<file path="src/rtl/sa_operand_framer.sv">
// rtl/sa_operand_framer.sv - joins A/B operand streams into tagged beats for the systolic-array wrapper
// Optional feature macro: SA_FRAMER_STALL_CNT_EN (backpressure stall counter on stall_cnt_o)
module sa_operand_framer #(
  parameter int DATA_WIDTH     = 1024,
  parameter int ARITH_IN_WIDTH = 4,
  parameter int N              = 32,
  parameter int M              = 31,
  parameter int K_WIDTH        = 16,
  parameter int NB_WIDTH       = 16
) (
  input  logic                        clk,
  input  logic                        rst,
  input  logic                        start_i,
  input  logic [K_WIDTH-1:0]          cfg_k_i,
  input  logic [NB_WIDTH-1:0]         cfg_nblocks_i,
  output logic                        busy_o,
  output logic                        done_o,
  input  logic                        a_valid_i,
  output logic                        a_ready_o,
  input  logic [N*ARITH_IN_WIDTH-1:0] a_data_i,
  input  logic                        b_valid_i,
  output logic                        b_ready_o,
  input  logic [M*ARITH_IN_WIDTH-1:0] b_data_i,
  output logic                        rts_o,
  input  logic                        rtr_i,
  output logic                        sow_o,
  output logic                        eow_o,
  output logic [DATA_WIDTH-1:0]       data_o,
  output logic [31:0]                 stall_cnt_o
);

  localparam int AW = N * ARITH_IN_WIDTH;
  localparam int BW = M * ARITH_IN_WIDTH;

  if ((N + M) * ARITH_IN_WIDTH > DATA_WIDTH - 2) begin : g_width_check
    $fatal(1, "sa_operand_framer: A+B operands do not fit beside the SOB/EOB bits");
  end

  typedef enum logic [1:0] {S_IDLE, S_RUN, S_FLUSH} state_t;

  state_t                r_state;
  state_t                w_state_nxt;
  logic [K_WIDTH-1:0]    r_cfg_k;
  logic [K_WIDTH-1:0]    r_k_cnt;
  logic [NB_WIDTH-1:0]   r_cfg_nb;
  logic [NB_WIDTH-1:0]   r_blk_cnt;
  logic                  r_rts;
  logic                  r_sow;
  logic                  r_eow;
  logic                  r_done;
  logic [DATA_WIDTH-1:0] r_data;

  logic                  w_cfg_ok;
  logic                  w_start_ok;
  logic                  w_room;
  logic                  w_load;
  logic                  w_sob;
  logic                  w_eob;
  logic                  w_eow;
  logic                  w_done_nxt;
  logic [DATA_WIDTH-1:0] w_beat;

  assign w_cfg_ok   = (cfg_k_i != '0) && (cfg_nblocks_i != '0);
  assign w_start_ok = (r_state == S_IDLE) && start_i && w_cfg_ok;
  // The output register can take a new beat when empty or when its beat leaves this cycle.
  assign w_room     = ~r_rts | rtr_i;
  assign w_sob      = (r_k_cnt == '0);
  assign w_eob      = (r_k_cnt == r_cfg_k - K_WIDTH'(1));
  assign w_eow      = w_eob && (r_blk_cnt == r_cfg_nb - NB_WIDTH'(1));

  assign busy_o = (r_state != S_IDLE);
  assign done_o = r_done;
  assign rts_o  = r_rts;
  assign sow_o  = r_sow;
  assign eow_o  = r_eow;
  assign data_o = r_data;

  // Pack A, B and the block flags into one bus beat; unused bits stay zero.
  always_comb begin
    w_beat                  = '0;
    w_beat[AW-1:0]          = a_data_i;
    w_beat[AW+BW-1:AW]      = b_data_i;
    w_beat[DATA_WIDTH-2]    = w_sob;
    w_beat[DATA_WIDTH-1]    = w_eob;
  end

  // Next-state, stream readies and load strobe; A and B are only ever taken together.
  always_comb begin
    w_state_nxt = r_state;
    w_load      = 1'b0;
    a_ready_o   = 1'b0;
    b_ready_o   = 1'b0;
    w_done_nxt  = 1'b0;
    case (r_state)
      S_IDLE: begin
        if (start_i) begin
          if (w_cfg_ok) w_state_nxt = S_RUN;
          else          w_done_nxt  = 1'b1;
        end
      end
      S_RUN: begin
        a_ready_o = b_valid_i & w_room;
        b_ready_o = a_valid_i & w_room;
        w_load    = a_valid_i & b_valid_i & w_room;
        if (w_load && w_eow) w_state_nxt = S_FLUSH;
      end
      S_FLUSH: begin
        if (r_rts && rtr_i) begin
          w_state_nxt = S_IDLE;
          w_done_nxt  = 1'b1;
        end
      end
      default: w_state_nxt = S_IDLE;
    endcase
  end

  // State register.
  always_ff @(posedge clk or posedge rst) begin
    if (rst) r_state <= S_IDLE;
    else     r_state <= w_state_nxt;
  end

  // Job configuration and beat/block position counters.
  always_ff @(posedge clk or posedge rst) begin
    if (rst) begin
      r_cfg_k   <= '0;
      r_cfg_nb  <= '0;
      r_k_cnt   <= '0;
      r_blk_cnt <= '0;
    end else if (w_start_ok) begin
      r_cfg_k   <= cfg_k_i;
      r_cfg_nb  <= cfg_nblocks_i;
      r_k_cnt   <= '0;
      r_blk_cnt <= '0;
    end else if (w_load) begin
      if (w_eob) begin
        r_k_cnt   <= '0;
        r_blk_cnt <= r_blk_cnt + NB_WIDTH'(1);
      end else begin
        r_k_cnt   <= r_k_cnt + K_WIDTH'(1);
      end
    end
  end

  // Output register: loads a beat, holds it under backpressure, empties once accepted.
  always_ff @(posedge clk or posedge rst) begin
    if (rst) begin
      r_rts  <= 1'b0;
      r_sow  <= 1'b0;
      r_eow  <= 1'b0;
      r_data <= '0;
    end else if (w_load) begin
      r_rts  <= 1'b1;
      r_sow  <= w_sob && (r_blk_cnt == '0);
      r_eow  <= w_eow;
      r_data <= w_beat;
    end else if (r_rts && rtr_i) begin
      r_rts  <= 1'b0;
    end
  end

  // Job-end pulse, also raised for a start with an empty configuration.
  always_ff @(posedge clk or posedge rst) begin
    if (rst) r_done <= 1'b0;
    else     r_done <= w_done_nxt;
  end

`ifdef SA_FRAMER_STALL_CNT_EN
  logic [31:0] r_stall_cnt;

  // Saturating count of cycles a beat waits on the wrapper.
  always_ff @(posedge clk or posedge rst) begin
    if (rst)                                   r_stall_cnt <= '0;
    else if (w_start_ok)                       r_stall_cnt <= '0;
    else if (r_rts && !rtr_i && (r_stall_cnt != 32'hFFFF_FFFF))
                                               r_stall_cnt <= r_stall_cnt + 32'd1;
  end

  assign stall_cnt_o = r_stall_cnt;
`else
  assign stall_cnt_o = 32'd0;
`endif

endmodule
</file>
<file path="config.mk">
export PLATFORM = sky130hd
export DESIGN_NAME = sa_operand_framer
export DESIGN_NICKNAME = d
export VERILOG_FILES = /design/src/rtl/sa_operand_framer.sv
export SDC_FILE = /design/constraint.sdc
export NUM_CORES = 1
export LEC_CHECK = 0
export ABC_CLOCK_PERIOD_IN_PS = 9300
export BUFFER_PORTS_ARGS = -buffer_cell sky130_fd_sc_hd__buf_2
export CAP_MARGIN = 30
export CORE_AREA = 5 5 517 519
export CTS_BUF_LIST = sky130_fd_sc_hd__clkbuf_8
export CTS_CLUSTER_SIZE = 25
export DETAILED_ROUTE_END_ITERATION = 16
export DIE_AREA = 0 0 522 524
export GPL_TIMING_DRIVEN = 0
export PLACE_DENSITY = 0.3
export SYNTH_ARGS = -nofsm -noshare
export SYNTH_HDL_FRONTEND = slang
export SYNTH_SLANG_ARGS = --single-unit
</file>
<file path="constraint.sdc">
create_clock -name clk -period 9.3 [get_ports clk]
set_input_delay 0.465 -clock clk [delete_from_list [all_inputs] [get_ports clk]]
set_output_delay 0.465 -clock clk [all_outputs]
set_load 0.01 [all_outputs]
</file>
==> impl_results.md, run 1 <==
- Outcome: finished, final reports clean
- Worst-margin pin slew: 1.018 ns
- #FFs+latches synth: 324
- Ys async rst share: 1.000
- Fin nets: 4400
- Die height: 524 µm
- H-tree levels: 3
- Most frequent cells in the layout: buf_4, conb_1, nand2_1, buf_2, dfrtp_1
- Initial Util: 0.07649
- Cells after synthesis: 2374
- Final Instance Area: 34810 µm²
- Fill count: 30450
- Max incr delay on CP: 0.68 ns
- CTS root buffer: clkbuf_8
- Vias in the first global route: 19050
- Via count: 18890
- CP Buf/Inv Count: 6
- Final WL: 113100 µm
- PD cells: 159.2 nW/µm²
- Initial antenna violation count: 22
- Multi-input gate area: 8453 µm²
- Maximum clock insertion buffer count: 3
- Final GP Congestion: 0.7635
- Share of cells above drive strength 1: 0.3665
- Global-route wire length before repair: 149300 µm
- Highest Clock Rate: 247.0 MHz
- Area of the core: 261600 µm²
- Final hold vios: 0
- Area grow syn2layout: 73.98%
- Fin Setup TNS: 0 ns
- CTS Sinks: 324
- Via/cell ratio: 2.461
- Final core occ: 0.1331
- Tightest Hold Check Type: in2reg
- Register area: 8108 µm²
- Crit-path leading delay family: buffers and inverters
- Leakage: 18.63 nW
- DR WL/cell: 14.73 µm
- CP Launch Type: input port
- DRT iter0 DRCs: 669
- # Max-Cap Violations: 0
- Commonest register cell after synthesis: dfrtp_1
- Critical path type: in2reg
- CP Data Arrival Time: 4.70 ns
- Count of flip-flops with a built-in enable after synthesis: 0
- Post-layout min period: 4.049 ns
- RSZ-0062 raised after global routing: false
- Most common cell after layout, fill and taps aside: buf_4
- Cell variety after synth: 58
- Final setup vio count: 0
- Clock-pin slew on the worst setup and hold paths: 0.05 ns
- Register area share after synthesis: 0.4053
- CTS buffer count: 74
- Gr ovfl total: 0
- Total GRT Usage: 0.07767
- Drt pass-1 iters: 5
- Slowest cell on crit path: dlygate4sd3_1
- Max transition margin: 0.3213
- Pins Over Slew Limit: 0
- DRC errors left: 0
- Critical-path cell list: dlygate4sd3_1 -> buf_2 -> nand2b_1 -> and3_1 -> and2_1 -> clkbuf_1 -> clkbuf_2 -> clkbuf_2 -> clkbuf_1 -> nand2_1 -> nand2_1
- Required @ worst endpoint: 9.95 ns
- VDD IR-drop max: 0.00009670 V
- Post-route ant nets: 0
- Largest net degree at the start of global routing: 36
- Worst Setup End Kind: flop
- Mean Syn Cell Area: 8.427 µm²
- Worst-Skew Late Latency: 0.75 ns
- IO buf count: 550
- Chip width: 522 µm
- Cell Area, Synth: 20010 µm²
- Total I/O pin count: 1353
- Cell Rows: 188
- Final Cycle Share: 0.4354
- DPL Wire Length: 96520 µm
- TritonCTS clock tree: yes
- Area post-placement: 30460 µm²
- Fin Hold WS: 0.1265 ns
- Clk_skew: 0.03458 ns
- Die area: 273500 µm²
- Yosys warning count: 0
- CP Max Fanout: 11
## synthesized netlist by cell type, types with 2 or more instances
library cell  number  area [µm²]
mux2_2            28       315.3
buf_4            802        6021
a21oi_1           10       50.05
nand2_1          792        2973
nor4_1            23       143.9
a221o_1            4       40.04
a21boi_0           2       15.01
and2_1             6       37.54
or4_4              2       22.52
a32o_1             3       30.03
o311ai_0           2       17.52
nand2b_1           7       43.79
nor4b_1            4       35.03
xor2_1            21       183.9
o21ai_0           19       95.09
o31a_1             2       17.52
o31ai_1           13       97.59
nor2b_1            7       43.79
a22o_1             2       17.52
nand4b_1           2       17.52
inv_1             24       90.09
dfrtp_1          324        8108
mux2i_1            5       50.05
nand4_1           18       112.6
o32ai_1            2       17.52
o211ai_1           3       22.52
buf_1              3       11.26
clkbuf_1          78       292.8
or2_2              4       25.02
nor3b_1            4       30.03
buf_2              3       15.01
or4_1             14       105.1
a211oi_1           3       22.52
nor3_1            25       125.1
nand3b_1           4       30.03
xnor2_1           23       201.4
ha_1               6       75.07
buf_6              2       22.52
nand3_1           20       100.1
a31oi_1            3       18.77
or3_1              7       43.79
nor2_1            27       101.4
and3_1             6       37.54
## metal layers
metal | global-route usage | vias up | wire (µm)
met5 | 0 | - | 0
met4 | 0.03225 | 0 | 4474
met3 | 0.03052 | 135 | 11520
met2 | 0.1338 | 977 | 54900
met1 | 0.08502 | 8419 | 42160
li1 | - | 9355 | -
## cell type report
class,count,share of cell area
plain buffers,888,0.1830
multi-input cells,1939,0.2429
diodes,6,0.0004314
well taps,3515,0.1264
clock buffers,86,0.03401
inverters,24,0.002696
flip-flops and latches,324,0.2329
clock inverters,39,0.008088
repair buffers,853,0.1696
## registers in the layout, summed over array words and instances, names as in the netlist
signal	flops
data_o	254
r_blk_cnt	16
r_cfg_k	16
r_cfg_nb	16
r_k_cnt	16
r_state	2
done_o	1
eow_o	1
rts_o	1
sow_o	1
## through the flow
stage / std cells / setup WS [ns] / power [mW]
after floorplan: 3175 / 4.512 / 2.911
after global placement: 7240 / 1.047 / 3.762
after detailed placement: 7257 / 4.839 / 3.769
after CTS: 7668 / 4.955 / 5.750
after global routing: 7670 / 4.883 / 5.982
final: 7674 / 5.251 / 5.542
## report_power, final
part	internal, mW	switching [mW]
Combinational	0.771	1.11
Sequential	1.70	0.220
Clock	0.924	0.812
Total	3.40	2.14
## path summary, 6_finish.rpt
kind	from	endpoint	slack, ns	cells after the start
setup reg to reg	r_state[1]	data_o[102]	5.46	9
hold reg to reg	data_o[126]	data_o[126]	0.47	2
min in group asynchronous	rst	data_o[161]	0.40	3
hold / removal	b_data_i[0]	data_o[128]	0.13	3
setup / recovery	rtr_i	data_o[102]	5.25	11
max in group asynchronous	rst	data_o[48]	7.37	7
## cell families (layout without fill, tap and decap cells)
kind of cell,count (synthesis),after routing,synth area share
AO/OA/AOI/OAI,78,78,0.02721
XOR/XNOR,44,44,0.01926
adder cells (fa/ha/maj),6,6,0.003752
buffers and inverters,912,1890,0.3225
flip-flops,324,324,0.4053
multiplexers,33,33,0.01826
other,1,808,0.0001874
AND/OR/NAND/NOR,976,976,0.2036
## worst register-to-register path: cells and delay by family (launching register included)
family,cells,cell delay [ns]
buf+inv,4,2.46
flops,1,0.41
simple gates,5,0.91
## timing repair
action,CTS,global route
hold endpoints to repair,315,0
hold buffers,286,0
resized for setup,0,0
setup buffers,0,0
(Power assumes the default switching activity.)
==> inputs of run 2 (changes only) <==
--- a/config.mk
+++ b/config.mk
@@ -5,7 +5,7 @@
 export SDC_FILE = /design/constraint.sdc
 export NUM_CORES = 1
 export LEC_CHECK = 0
-export ABC_CLOCK_PERIOD_IN_PS = 9300
+export ABC_CLOCK_PERIOD_IN_PS = 4200
 export BUFFER_PORTS_ARGS = -buffer_cell sky130_fd_sc_hd__buf_2
 export CAP_MARGIN = 30
 export CORE_AREA = 5 5 517 519
==> constraint.sdc (replaced) <==
create_clock -name clk -period 4.2 [get_ports clk]
set_input_delay 0.21 -clock clk [delete_from_list [all_inputs] [get_ports clk]]
set_output_delay 0.21 -clock clk [all_outputs]
set_load 0.01 [all_outputs]
==> run 2 against run 1 <==
  * Register-to-register slack got worse by 5.1 ns
  * Routed wire length hardly changed
  * Clock skew is essentially flat
  * Non-clock buffer count up 5
  * Sequential power is 120% higher
  * Die area is the same
  * Design area up 0.18%
  * Combinational power rose by 120%
  * Worst setup slack got worse by 4.9 ns
  * Sequential share of layout area barely moved
  * Critical path depth fell by 2
==> impl_results.md, run 2 (synthesis results as in run 1) <==
- CTS buffer count: 74 (unchanged)
- Final WL: 113100 µm (about the same)
- CP Max Fanout: 10 (was 11)
- Via/cell ratio: 2.461 (about the same)
- Flop pwr share: 0.347 (about the same)
- Outcome: finished, final reports clean (unchanged)
- CP Launch Type: flop (was input port)
- Met2 Use GR: 0.1349 (was 0.1338)
- Clock-pin slew on the worst setup and hold paths: 0.06 ns (was 0.05 ns)
- Required @ worst endpoint: 4.85 ns (was 9.95 ns)
- Post-route ant nets: 0 (unchanged)
- Stages on worst setup path: 9 (was 11)
- PD cells: 351.8 nW/µm² (was 159.2 nW/µm²)
- Die height: 524 µm (unchanged)
- Fill count: 30440 (was 30450)
- Initial antenna violation count: 21 (was 22)
- Clk pwr share: 0.313 (about the same)
- CP Data Arrival Time: 4.46 ns (was 4.70 ns)
- Chip width: 522 µm (unchanged)
- DR WL/cell: 14.73 µm (about the same)
- Tightest Hold Check Type: in2reg (unchanged)
- Share of cells above drive strength 1: 0.3663 (was 0.3665)
- Total I/O pin count: 1353 (unchanged)
- Sw Ratio: 0.3863 (was 0.3867)
- Most frequent cells in the layout: buf_4, conb_1, nand2_1, buf_2, dfrtp_1 (unchanged)
- Vias in the first global route: 19090 (was 19050)
- Worst-margin pin slew: 1.036 ns (was 1.018 ns)
- Clk_skew: 0.03505 ns (was 0.03458 ns)
- Post-layout min period: 3.809 ns
- CTS Sinks: 324 (unchanged)
- Final setup vio count: 0 (unchanged)
- CP Buf/Inv Count: 2 (was 6)
- Largest net degree at the start of global routing: 36 (unchanged)
- Sw power: 4.739 mW (was 2.143 mW)
- RSZ-0062 raised after global routing: false (unchanged)
- GR Layer Usage met1: 0.08485 (was 0.08502)
- Final core occ: 0.1333 (was 0.1331)
- Cell Rows: 188 (unchanged)
- Crit-path leading delay family: simple AND/OR/NAND/NOR gates (was buffers and inverters)
- Maximum clock insertion buffer count: 3 (unchanged)
- Die area: 273500 µm² (unchanged)
- Post-CTS Setup Inserts: 0 (unchanged)
- Max reg flops: 254 (unchanged)
- Final hold vios: 0 (unchanged)
- DPL Wire Length: 96520 µm (unchanged)
- DRC errors left: 0 (unchanged)
- Int Pwr: 7.530 mW (was 3.399 mW)
- Worst Setup End Kind: flop (unchanged)
- Area of the core: 261600 µm² (unchanged)
- Drt pass-1 iters: 4 (was 5)
- Most common cell after layout, fill and taps aside: buf_4 (unchanged)
- CTS root buffer: clkbuf_8 (unchanged)
- Area grow syn2layout: 74.30% (was 73.98%)
- Max transition margin: 0.3091 (was 0.3213)
- # Max-Cap Violations: 0 (unchanged)
- Pins Over Slew Limit: 0 (unchanged)
- Final Cycle Share: 0.9068
- DRT iter0 DRCs: 646 (was 669)
- Fin nets: 4405 (was 4400)
- Leakage: 18.66 nW (was 18.63 nW)
- Worst-Skew Late Latency: 0.75 ns (about the same)
- Comb power frac: 0.340 (about the same)
- Met3 Usage GRT: 0.03068 (was 0.03052)
- Total GRT Usage: 0.07767 (about the same)
- Max incr delay on CP: 0.73 ns (was 0.68 ns)
- Final GP Congestion: 0.7635 (unchanged)
- Critical-path cell list: buf_2 -> nor4_1 -> nand2_1 -> o311ai_0 -> o21ai_0 -> nor4_1 -> buf_2 -> nand2_1 -> o31ai_1 (was dlygate4sd3_1 -> buf_2 -> nand2b_1 -> and3_1 -> and2_1 -> clkbuf_1 -> clkbuf_2 -> clkbuf_2 -> clkbuf_1 -> nand2_1 -> nand2_1)
- Fin Setup TNS: 0 ns (unchanged)
- TritonCTS clock tree: yes (unchanged)
- Initial Util: 0.07649 (unchanged)
- Slowest cell on crit path: nor4_1 (was dlygate4sd3_1)
- IO buf count: 550 (unchanged)
- VDD IR-drop max: 0.0002141 V (was 0.00009670 V)
- Gr ovfl total: 0 (unchanged)
- R2R depth: 9 (unchanged)
- Hold Crit Depth: 4 (was 3)
- Critical path type: reg2reg (was in2reg)
- Global-route wire length before repair: 149400 µm (was 149300 µm)
- H-tree levels: 3 (unchanged)
- GRT busiest layer: met2 (unchanged)
- Highest Clock Rate: 262.6 MHz
- Via count: 18900 (was 18890)
==> run 2: cell types whose count changed in the layout (fill, tap and decap cells not counted), sizes merged <==
cell,before,now
clkbuf,164,161
clkdlybuf4s15,0,1
dlygate4sd3,286,292
buf,1377,1378
==> run 2: worst paths after layout <==
kind | slack [ns] | end | start
max in group asynchronous | 1.94 | data_o[48] | rst
min reg2reg | 0.46 | data_o[126] | data_o[126]
max reg2reg | 0.39 | r_blk_cnt[7] | r_cfg_k[4]
max | 0.39 | r_blk_cnt[7] | r_cfg_k[4]
min | 0.19 | data_o[160] | b_data_i[32]
min in group asynchronous | 0.72 | data_o[161] | rst
==> run 2: area by class of cell <==
| type | instances | area (µm²) | share of cell area |
|---|---|---|---|
| inverter | 24 | 93.84 | 0.002691 |
| tap | 3515 | 4398 | 0.1261 |
| sequential | 324 | 8108 | 0.2325 |
| multi-input combinational | 1939 | 8453 | 0.2424 |
| timing repair buffer | 859 | 5963 | 0.1710 |
| clock buffer | 86 | 1184 | 0.03394 |
| buffer | 887 | 6375 | 0.1828 |
| antenna | 6 | 15.01 | 0.0004306 |
| clock inverter | 39 | 281.5 | 0.008073 |
==> run 2: power by group through the flow <==
stage,logic (mW),clock network (mW),registers (mW)
final,4.17,3.84,4.26
after global routing,4.67,4.23,4.35
after CTS,4.30,4.17,4.27
after detailed placement,4.04,0,4.30
after global placement,4.03,0,4.30
after floorplan,2.00,0,4.45
==> run 2: through the flow <==
stage                     power (mW)  hold WS [ns]  cell area, µm²  setup WS [ns]  cells
final                          12.27        0.1856           34870         0.3915   7679
after global routing           13.25       0.05121           34860        0.03806   7675
after CTS                      12.74     0.0007459           34850        0.05488   7674
after detailed placement       8.345        0.3932           30460       -0.08660   7257
after global placement         8.329        0.4039           30170         -3.798   7240
after floorplan                6.447        0.3154           23020        -0.3327   3175
==> run 2: repair_timing <==
item / 4_1_cts / 5_1_grt
hold buffers: 292 / 0
gates resized for setup: 1 / 3
endpoints found under the setup margin: 1 / 1
endpoints found under the hold margin: 378 / 0
==> run 2: tightest hold or removal path, cell delays in order <==
cell,delay [ns]
dlygate4sd3_1,0.51
buf_2,0.09
nand2_1,0.04
nand2_1,0.05
==> run 2: metal layers <==
metal	wire length (µm)	up-vias	share of wire
met5	0	-	0
met4	4064	0	0.036
met3	11670	133	0.10
met2	55290	983	0.49
met1	42060	8422	0.37
li1	-	9362	-
==> inputs of run 3 (changes only) <==
--- a/config.mk
+++ b/config.mk
@@ -5,7 +5,7 @@
 export SDC_FILE = /design/constraint.sdc
 export NUM_CORES = 1
 export LEC_CHECK = 0
-export ABC_CLOCK_PERIOD_IN_PS = 4200
+export ABC_CLOCK_PERIOD_IN_PS = 3850
 export BUFFER_PORTS_ARGS = -buffer_cell sky130_fd_sc_hd__buf_2
 export CAP_MARGIN = 30
 export CORE_AREA = 5 5 517 519
==> constraint.sdc (replaced) <==
create_clock -name clk -period 3.85 [get_ports clk]
set_input_delay 0.1925 -clock clk [delete_from_list [all_inputs] [get_ports clk]]
set_output_delay 0.1925 -clock clk [all_outputs]
set_load 0.01 [all_outputs]
==> run 3 against run 2 <==
  * Via count up 0.23%
  * Fmax up 5.1%
  * Total power up 9.4%
  * Largest cell class unchanged
  * Largest power group unchanged
==> impl_results.md, run 3 (synthesis results as in run 1) <==
- Via/cell ratio: 2.460 (was 2.461)
- CP Max Fanout: 10 (unchanged)
- Post-route ant nets: 0 (unchanged)
- VDD IR-drop max: 0.0002339 V (was 0.0002141 V)
- CTS root buffer: clkbuf_8 (unchanged)
- Via count: 18940 (was 18900)
- Hold path endpoint: data_o[23] (was data_o[160])
- CTS buffer count: 74 (unchanged)
- Worst Setup End Kind: flop (unchanged)
- FF-to-FF Start: r_cfg_k[4] (unchanged)
- R2r endpoint: r_blk_cnt[10] (was r_blk_cnt[7])
- H-tree levels: 3 (unchanged)
- TritonCTS clock tree: yes (unchanged)
- Initial Util: 0.07649 (unchanged)
- Outcome: finished, final reports clean (unchanged)
- Global-route wire length before repair: 149700 µm (was 149400 µm)
- Initial antenna violation count: 21 (unchanged)
- Pins Over Slew Limit: 0 (unchanged)
- DR WL/cell: 14.71 µm (was 14.73 µm)
- Final GP Congestion: 0.7635 (unchanged)
- Highest Clock Rate: 276.0 MHz (was 262.6 MHz)
- Hold Crit Depth: 4 (unchanged)
- Final setup vio count: 0 (unchanged)
- Most common cell after layout, fill and taps aside: buf_4 (unchanged)
- Pre-CTS setup slack: -0.4366 ns (was -0.08660 ns)
- Area of the core: 261600 µm² (unchanged)
- RSZ-0062 raised after global routing: false (unchanged)
- Final Cycle Share: 0.9409 (was 0.9068)
- Share of cells above drive strength 1: 0.3648 (was 0.3663)
- Final hold vios: 0 (unchanged)
- Total GRT Usage: 0.07781 (was 0.07767)
- DRC errors left: 0 (unchanged)
- Worst-margin pin slew: 1.050 ns (was 1.036 ns)
- Worst-Skew Late Latency: 0.75 ns (about the same)
- Final WS setup: 0.2274 ns (was 0.3915 ns)
- R2R depth: 9 (unchanged)
- Max transition margin: 0.2999 (was 0.3091)
- Drt pass-1 iters: 5 (was 4)
- Fin nets: 4427 (was 4405)
- Clock-pin slew on the worst setup and hold paths: 0.06 ns (about the same)
- Final WL: 113300 µm (was 113100 µm)
- Post-layout min period: 3.623 ns (was 3.809 ns)
- CP Data Arrival Time: 4.21 ns (was 4.46 ns)
- Leakage: 18.75 nW (was 18.66 nW)
- IO buf count: 550 (unchanged)
- Gr ovfl total: 0 (unchanged)
- Total I/O pin count: 1353 (unchanged)
- Worst reg2reg setup slack: 0.23 ns (was 0.39 ns)
- Area grow syn2layout: 75.47% (was 74.30%)
- Tightest Hold Check Type: in2reg (unchanged)
- # Max-Cap Violations: 0 (unchanged)
- Max reg flops: 254 (unchanged)
- Cell Rows: 188 (unchanged)
- Maximum clock insertion buffer count: 3 (unchanged)
- CTS Sinks: 324 (unchanged)
- Required @ worst endpoint: 4.44 ns (was 4.85 ns)
- Area post-placement: 30460 µm² (unchanged)
- Clk_skew: 0.03504 ns (was 0.03505 ns)
- CP Launch Type: flop (unchanged)
- Critical path type: reg2reg (unchanged)
- Most frequent cells in the layout: buf_4, conb_1, nand2_1, buf_2, dfrtp_1 (unchanged)
- PD cells: 382.3 nW/µm² (was 351.8 nW/µm²)
- DRT iter0 DRCs: 637 (was 646)
- Die height: 524 µm (unchanged)
- HP Start: a_data_i[23] (was b_data_i[32])
- Setup crit start: r_cfg_k[4] (unchanged)
- Largest net degree at the start of global routing: 36 (unchanged)
- Final Instance Area: 35110 µm² (was 34870 µm²)
- Chip width: 522 µm (unchanged)
- DPL Wire Length: 96520 µm (unchanged)
- Vias in the first global route: 19160 (was 19090)
- Die area: 273500 µm² (unchanged)
- Post-CTS Setup Inserts: 0 (unchanged)
-- run 3: layer usage --
layer	share of wire	track usage
met4	0.036	0.03010
met2	0.49	0.1352
met1	0.37	0.08485
met3	0.10	0.03084
met5	0	0
-- run 3: metrics by stage --
stage | cells | utilization | TNS (ns) | total power [mW] | hold WS, ns
after floorplan | 3175 | - | -215.54 | 7.033 | 0.2979
after global placement | 7240 | 0.1153 | -1426.39 | 9.087 | 0.3864
after detailed placement | 7257 | 0.1165 | -6.064 | 9.104 | 0.3757
after CTS | 7695 | 0.1341 | 0 | 13.91 | 0.0005635
after global routing | 7697 | 0.1342 | 0 | 14.48 | 0.03371
final | 7701 | 0.1342 | 0 | 13.42 | 0.1817
-- run 3: how the worst max path moves through the flow --
stage | to | slack [ns] | cells past startpoint
6_report | r_blk_cnt[10] | 0.23 | 9
5_1_grt | data_o[115] | 0.007 | 8
4_1_cts | eow_o | 0.01 | 9
3_5_place_dp | data_o[102] | -0.44 | 9
3_3_place_gp | data_o[61] | -4.13 | 2
2_1_floorplan | data_o[0] | -0.67 | 1
-- run 3: final cells by class --
type	instances	area, µm²
fill	30430	226500
multi-input combinational	1939	8466
sequential	324	8108
buffer	887	6377
timing repair buffer	881	6183
tap	3515	4398
clock buffer	86	1184
clock inverter	39	281.5
inverter	24	93.84
antenna	6	15.01
-- run 3: timing repair --
item	in CTS	in global routing
endpoints found under the hold margin	378	0
hold buffers	314	0
pin swaps	0	0
setup endpoints to repair	42	18
gates resized for setup	2	5
-- run 3: critical path: stages (launching register included) --
cell and delay [ns]:
dfrtp_1 0.35, buf_2 0.18, or4_4 0.55, or4b_4 0.53, o21bai_1 0.20, a32o_1 0.25, or4_1 0.64, buf_2 0.26
o311ai_0 0.38, o41ai_1 0.14
-- run 3: power breakdown --
group          internal (mW)  switching (mW)  leakage [nW]  total [mW]
combinational           1.88            2.69          13.9        4.58
clock                   2.23            1.96         0.832        4.19
sequential              4.12           0.534          4.05        4.65
